`src/rtl/dream_replay_scheduler.sv`:
```
// dream_replay_scheduler
// Grants fixed-length STDP replay bursts to memory-region requesters in
// round-robin order while the circadian sleep/REM window is open, and streams
// the replay addresses to the SNN fabric over a valid/ready handshake.
module dream_replay_scheduler #(
  parameter int NUM_REQ    = 4,
  parameter int BURST_LEN  = 16,
  parameter int ADDR_W     = 16,
  parameter int GAP_CYCLES = 64
) (
  input  logic                      clk,
  input  logic                      rst_n,
  input  logic                      sleep_mode,
  input  logic                      dream_active,
  input  logic [NUM_REQ-1:0]        req_valid,
  input  logic [NUM_REQ*ADDR_W-1:0] req_base_addr,
  output logic [NUM_REQ-1:0]        req_grant,
  output logic                      replay_valid,
  input  logic                      replay_ready,
  output logic [ADDR_W-1:0]         replay_addr,
  output logic [2:0]                replay_src,
  output logic                      replay_last,
  output logic                      stdp_enable,
  output logic                      burst_done,
  output logic [15:0]               bursts_completed,
  output logic [7:0]                abort_count
);

  localparam int PTR_W  = $clog2(NUM_REQ);
  localparam int BEAT_W = $clog2(BURST_LEN);
  localparam int GAP_W  = $clog2(GAP_CYCLES + 1);

  localparam logic [BEAT_W-1:0] LAST_BEAT = BEAT_W'(BURST_LEN - 1);
  localparam logic [GAP_W-1:0]  GAP_END   = GAP_W'(GAP_CYCLES - 1);

  localparam logic [1:0] S_IDLE  = 2'd0;
  localparam logic [1:0] S_ARB   = 2'd1;
  localparam logic [1:0] S_BURST = 2'd2;
  localparam logic [1:0] S_GAP   = 2'd3;

  logic [1:0]        state;
  logic [PTR_W-1:0]  rr_ptr;
  logic [BEAT_W-1:0] beat;
  logic [GAP_W-1:0]  gap_cnt;
  logic              abort_pend;

  logic              win;
  logic              handshake;
  logic              found;
  logic [PTR_W-1:0]  cand;
  logic [PTR_W-1:0]  pick;
  logic [PTR_W-1:0]  pick_next;
  logic [ADDR_W-1:0] pick_base;
  logic [NUM_REQ-1:0] pick_onehot;

  assign win       = sleep_mode & dream_active;
  assign handshake = replay_valid & replay_ready;

  // Round-robin pick: first valid requester at or above rr_ptr, wrapping around
  always_comb begin
    found       = 1'b0;
    cand        = '0;
    pick        = '0;
    pick_base   = '0;
    pick_onehot = '0;
    for (int k = 0; k < NUM_REQ; k++) begin
      cand = PTR_W'((int'(rr_ptr) + k) % NUM_REQ);
      if (!found && req_valid[cand]) begin
        found = 1'b1;
        pick  = cand;
      end
    end
    pick_next = PTR_W'((int'(pick) + 1) % NUM_REQ);
    for (int i = 0; i < NUM_REQ; i++) begin
      if (pick == PTR_W'(i)) begin
        pick_base      = req_base_addr[i*ADDR_W +: ADDR_W];
        pick_onehot[i] = 1'b1;
      end
    end
  end

  // Sequencer: window tracking, burst beats, inter-burst gap and counters.
  // A beat is always presented during BURST, so an abort always waits for the
  // current beat to be accepted; abort_pend remembers a window drop seen while
  // the beat was stalled.
  always_ff @(posedge clk) begin
    if (!rst_n) begin
      state            <= S_IDLE;
      rr_ptr           <= '0;
      beat             <= '0;
      gap_cnt          <= '0;
      abort_pend       <= 1'b0;
      req_grant        <= '0;
      replay_valid     <= 1'b0;
      replay_addr      <= '0;
      replay_src       <= '0;
      replay_last      <= 1'b0;
      stdp_enable      <= 1'b0;
      burst_done       <= 1'b0;
      bursts_completed <= '0;
      abort_count      <= '0;
    end else begin
      burst_done <= 1'b0;
      case (state)
        S_IDLE: begin
          if (win) state <= S_ARB;
        end
        S_ARB: begin
          if (!win) begin
            state <= S_IDLE;
          end else if (found) begin
            state        <= S_BURST;
            rr_ptr       <= pick_next;
            req_grant    <= pick_onehot;
            replay_src   <= 3'(pick);
            replay_addr  <= pick_base;
            replay_valid <= 1'b1;
            replay_last  <= 1'b0;
            stdp_enable  <= 1'b1;
            beat         <= '0;
            abort_pend   <= 1'b0;
          end
        end
        S_BURST: begin
          if (handshake) begin
            if (beat == LAST_BEAT) begin
              state        <= S_GAP;
              gap_cnt      <= '0;
              burst_done   <= 1'b1;
              req_grant    <= '0;
              replay_valid <= 1'b0;
              replay_last  <= 1'b0;
              stdp_enable  <= 1'b0;
              if (bursts_completed != 16'hFFFF) bursts_completed <= bursts_completed + 16'd1;
            end else if (!win || abort_pend) begin
              state        <= S_IDLE;
              req_grant    <= '0;
              replay_valid <= 1'b0;
              replay_last  <= 1'b0;
              stdp_enable  <= 1'b0;
              if (abort_count != 8'hFF) abort_count <= abort_count + 8'd1;
            end else begin
              beat        <= beat + 1'b1;
              replay_addr <= replay_addr + 1'b1;
              replay_last <= ((beat + 1'b1) == LAST_BEAT);
            end
          end else if (!win) begin
            abort_pend <= 1'b1;
          end
        end
        S_GAP: begin
          if (!win) begin
            state <= S_IDLE;
          end else if (gap_cnt == GAP_END) begin
            state <= S_ARB;
          end else begin
            gap_cnt <= gap_cnt + 1'b1;
          end
        end
        default: state <= S_IDLE;
      endcase
    end
  end

endmodule
```
`config.mk`:
```
export PLATFORM = sky130hd
export DESIGN_NAME = dream_replay_scheduler
export DESIGN_NICKNAME = d
export VERILOG_FILES = /design/src/rtl/dream_replay_scheduler.sv
export SDC_FILE = /design/constraint.sdc
export NUM_CORES = 1
export LEC_CHECK = 0
export BUFFER_PORTS_ARGS = -buffer_cell sky130_fd_sc_hd__buf_2
export CAP_MARGIN = 20
export CELL_PAD_IN_SITES_DETAIL_PLACEMENT = 0
export CELL_PAD_IN_SITES_GLOBAL_PLACEMENT = 1
export CORE_ASPECT_RATIO = 0.8
export CORE_UTILIZATION = 28
export CTS_BUF_LIST = sky130_fd_sc_hd__clkbuf_4 sky130_fd_sc_hd__clkbuf_8
export DETAILED_ROUTE_END_ITERATION = 8
export PLACE_DENSITY = 0.76
export SETUP_SLACK_MARGIN = 0.1
export SYNTH_ARGS = -nofsm -noshare
export SYNTH_HDL_FRONTEND = slang
export SYNTH_SLANG_ARGS = --single-unit
```
`constraint.sdc`:
```
create_clock -name clk -period 3.2 [get_ports clk]
set_input_delay 0.32 -clock clk [delete_from_list [all_inputs] [get_ports clk]]
set_output_delay 0.32 -clock clk [all_outputs]
set_load 0.01 [all_outputs]
```
* After elaboration in Yosys (flattened, before gate mapping)
Cells that the tools add are included.
** Word-level totals
- Register bits :: 65
- Output and inout bits :: 51
- Logic and storage cells :: 148
** Operators by class
- $add $sub $neg :: 9
- $lt $le $gt $ge :: 4
- Equal/unequal tests :: 25
- Muxes and demuxes :: 72
- Bitwise operators :: 3
- Reduce and logical (&&, ||, !) cells :: 22
** Operator list (number)
- $mux 16 :: 9
- $mux 4 :: 10
- $add 16x1->16 const B :: 2
- $pmux 16 s2 :: 1
- $mux 7 :: 4
- $mux 1 :: 25
- $reduce_and 5->1 :: 5
- $mux 2 :: 12
- $ne 2x2->1 const B :: 11
- $ne 16x16->1 const B :: 1
- $pmux 4 s2 :: 2
- $pmux 7 s2 :: 1
- $lt 2x3->1 const B :: 4
- $ne 3x3->1 const B :: 3
- $add 8x1->8 const B :: 1
- $bmux 1 s2 :: 4
- $eq 2x2->1 const B :: 4
- $eq 4x4->1 const B :: 2
- $ne 8x8->1 const B :: 1
- $pmux 2 s4 :: 1
- $reduce_and 4->1 :: 2
- $add 7x1->7 const B :: 1
- $eq 7x6->1 const B :: 1
- $pmux 1 s2 :: 3
- 13 further kinds :: 25

* Longest topological paths before layout
- Word-level depth :: 20
- Gate-level depth with buffers :: 12
- Mapped depth without buffers :: 10

* Worst setup path after synthesis
OpenSTA, ideal clock, no wires.
- Path kind :: register to register
- From :: reg rr_ptr[1]
- To :: reg replay_addr[11]
- Setup time :: 119 ps
- Data arrival time :: 2497 ps
- Path slack :: 584 ps
- Stages on the path, launching flop included :: 13
- Path buffers :: 2
- Period minus slack after synthesis :: 2616 ps
- Cells stage by stage :: dfxtp_1 mux2i_1 nor2_1 a311oi_1 inv_1 ha_1 clkbuf_1 buf_1 a21oi_1 o21ai_0 a221oi_1 a31oi_1 o221a_2
** On the way
- Cells in the longest elaborated chain, start to end :: 20
- Elaborated cells between the ends (all ways) :: 38
** Ends and longest elaborated chain
- start, declared :: line 42 : logic [PTR_W-1:0] rr_ptr;
- start signal, assigned :: line 113 : rr_ptr <= pick_next;
- parallel branches: the longest is 11 deep, another holds $add 2x1->2
- $mux 2 * :: line 68 : if (!found && req_valid[cand]) begin
- net pick[0] :: line 51 : logic [PTR_W-1:0] pick;
- $logic_not 2->1 :: line 75 : if (pick == PTR_W'(i)) begin
- $mux 16 (3 in a row) :: line 75
- $mux 16 * :: line 75
- $mux 16 * :: line 111 : end else if (found) begin
- $mux 16 * :: line 109 : if (!win) begin
- $pmux 16 s2 * :: line 104 : case (state)
- end signal, assigned :: line 116 : replay_addr <= pick_base;
- end signal, assigned :: line 144 : replay_addr <= replay_addr + 1'b1;
- end, declared :: line 20 : output logic [ADDR_W-1:0] replay_addr,
Mark *: on every way through the listed nets, which the timed path passes. The select of a mux whose other input is x is not followed.
A chain may end at the register's enable or synchronous reset.

* Final worst setup path
- From :: reg rr_ptr[1]
- To :: reg replay_addr[5]
The elaborated chain is that of the path after synthesis.

==> impl_metrics.json <==
{
  "htree_levels": 3,
  "setup_tns_ns": 0,
  "grt_pass1_wl_um": 18600,
  "pwr_density_cell_nw_per_um2": 347,
  "reg2reg_depth": 10,
  "swShare": 0.274,
  "grtUsageTotal": 0.161,
  "worstHoldStart": "dream_active",
  "required_ns": 3.45,
  "top_layer": "met4",
  "cts_sinks": 65,
  "critPathMaxStageDelay_ns": 0.48,
  "synth_cell_types": 65,
  "endpoint_kind": "flop",
  "setup_slack_ns": 0.450,
  "rows": 38,
  "port_buffers": 122,
  "ys_seq_area_frac": 0.329,
  "cts-buffers-inserted": 9,
  "maxCapViolCount": 0,
  "clock-root-buffer": "clkbuf_8",
  "status": "completed",
  "netlist.area_leader.share": 0.329,
  "worstSetupStartpointType": "flop",
  "min_delay_worst_endpoint": "state[0]",
  "p_int_mw": 1.23,
  "wl_met1_um": 5620,
  "final_cell_mix": "buf_2 (122), dfxtp_1 (65), a21oi_1 (56), nand2_1 (51), nor2_1 (46)",
  "relSlewSlack": 0.427,
  "tightestPinTransition_ns": 0.852,
  "via_per_inst": 5.20,
  "clk_latency_ns": 0.36,
  "syn_area_per_cell_um2": 7.80,
  "comb_power_share": 0.141,
  "dieArea_um2": 14600,
  "n_antenna_cell": 0,
  "filler_cell_count": 1438,
  "post_cts_buffers": 0,
  "routed_wirelength_um": 11500,
  "grt_max_degree": 40,
  "route.met3.wl_um": 498,
  "critPathTopFamily": "compound AO/OA/AOI/OAI gates",
  "path_class": "reg -> reg",
  "holdCritPathClass": "in -> reg",
  "grt_pass1_vias": 3862,
  "grt_overflow": 0,
  "arrival_ns": 3.00,
  "ys.flop_type": "dfxtp_1",
  "finalNetCount": 696,
  "hold_viol": 0,
  "crit_fanout": 24,
  "crit_slowest_cell": "ha_1",
  "clk_pin_slew_worst_paths_ns": 0.07,
  "wire_per_inst_um": 14.4,
  "drv_slew": 0,
  "yosys_warnings": 0,
  "p_switching_uw": 465,
  "cts-hold-fix-buffers": 0,
  "syn_nets": 590,
  "place_hpwl_um": 8410,
  "antenna_found_initial": 0,
  "drive_above_1_share": 0.272,
  "cts-resized-gates": 0,
  "cts_tree": "built",
  "hold_depth": 3,
  "seq_power_share": 0.485,
  "synth_top_cell_by_area": "dfxtp_1",
  "fmax_mhz": 364,
  "drtPass1Iterations": 4,
  "dr_wl_met2_um": 5280,
  "leakage_nw": 2.02,
  "reg2reg_slack_ns": 0.45,
  "grt_setup_unrepaired": "false",
  "power_frac_clock": 0.374,
  "ys_seq_elements": 65,
  "place_area_um2": 4710,
  "syn_area_um2": 3960,
  "synthTopCellsByArea": "dfxtp_1 (33%), a21oi_1 (7.1%), nand2_1 (4.8%), nor2_1 (4.4%), o21ai_0 (3.9%)",
  "vdd_drop_max_mv": 0.174,
  "r2r_end": "replay_addr[5]",
  "finalClockSkew_ns": 0.0124,
  "coreArea_um2": 13700,
  "crit_chain": "mux2i_1, nor2_1, a311oi_1, inv_1, ha_1, a21oi_1, o21ai_0, a221oi_1, a41oi_1, o221a_2",
  "post-place-ws_ns": 0.451,
  "syn_to_final_growth_pct": 23.6,
  "reg2reg_from": "rr_ptr[1]",
  "finalSetupViolations": 0,
  "async_flop_share": 0,
  "post-route-period-util": 0.859,
  "fin_area_um2": 4890,
  "vias": 4146,
  "synthCells": 507,
  "antenna_left": 0,
  "synth_edf_count": 0,
  "layout_min_cycle_time_ns": 2.75,
  "mostFrequentLayoutCell": "buf_2",
  "post-route-drc-count": 0,
  "drt_iter0_markers": 221,
  "worst-path-buf-inv": 1,
  "die_y_um": 108,
  "clk_path_buf_depth": 2,
  "place_congestion": 0.794,
  "initial_core_util": 0.289,
  "die_w_um": 135,
  "final_util": 0.357,
  "boundaryPins": 124
}
-- routing by layer --
layer / up-vias / global-route usage
li1: 2082 / -
met1: 1967 / 0.214
met2: 86 / 0.254
met3: 11 / 0.0422
met4: 0 / 0.0546
met5: - / 0
-- cell type report --
cell class / count / area [um2] / share of cell area
Sequential cell: 65 / 1300 / 0.266
Tap cell: 180 / 225 / 0.0460
Inverter: 21 / 78.8 / 0.0161
Multi-Input combinational cell: 385 / 2430 / 0.497
Timing Repair Buffer: 131 / 686 / 0.140
Clock inverter: 3 / 17.5 / 0.00358
Clock buffer: 12 / 153 / 0.0312
-- power groups by stage --
| stage | Clock (mW) | Sequential [mW] | Combinational, mW |
|---|---|---|---|
| 3_3_place_gp | 0 | 0.841 | 0.235 |
| 2_1_floorplan | 0 | 0.841 | 0.147 |
| 3_5_place_dp | 0 | 0.841 | 0.240 |
| 4_1_cts | 0.666 | 0.822 | 0.241 |
| 6_report | 0.635 | 0.823 | 0.239 |
| 5_1_grt | 0.698 | 0.823 | 0.269 |
-- worst max path at each step --
stage | endpoint | startpoint | cells past startpoint | slack (ns)
2_1_floorplan | replay_addr[11] | rr_ptr[1] | 12 | 0.58
3_3_place_gp | replay_addr[14] | req_valid[0] | 10 | 0.51
3_5_place_dp | replay_addr[14] | req_valid[0] | 10 | 0.45
4_1_cts | replay_addr[5] | rr_ptr[1] | 10 | 0.46
5_1_grt | replay_addr[5] | rr_ptr[1] | 10 | 0.17
6_report | replay_addr[5] | rr_ptr[1] | 10 | 0.45
-- flip-flops by register name, indices dropped and copies added, names as in the netlist, 2 cells and up --
register	count
state	2
abort_count	8
beat	4
replay_addr	16
replay_src	2
bursts_completed	16
rr_ptr	2
gap_cnt	7
req_grant	4
-- cells by family after synthesis --
logic type	synth area share
muxes	0.00506
xor gates and xnor gates	0.0509
other	0.000948
DFF	0.329
and+or+nand+nor	0.262
AOI/OAI and AO/OA	0.261
adders and majority gates	0.0316
buffers and inverters	0.0591
-- cell usage after synthesis (8+ instances only) --
library cell and n:
dfxtp_1 65, a21oi_1 56, nand2_1 51, nor2_1 46, o21ai_0 31, clkbuf_1 24
inv_1 20, nand3_1 19, xnor2_1 17, nor3_1 12, a31oi_1 10, ha_1 10
a221oi_1 9, nand4_1 8, o221a_2 8
-- per-stage QoR --
step                std cells  total power, mW  hold slack [ns]
global placement          781             1.08            0.442
CTS                       796             1.73            0.260
global route              797             1.79            0.303
detailed placement        781             1.08            0.446
floorplan                 507            0.988            0.453
finish                    797             1.70            0.283
-- worst min-delay path, stage by stage --
cell     delay, ns
buf_2         0.09
a31oi_1       0.07
nor3_1        0.11
Power figures use the tool's default switching activity.
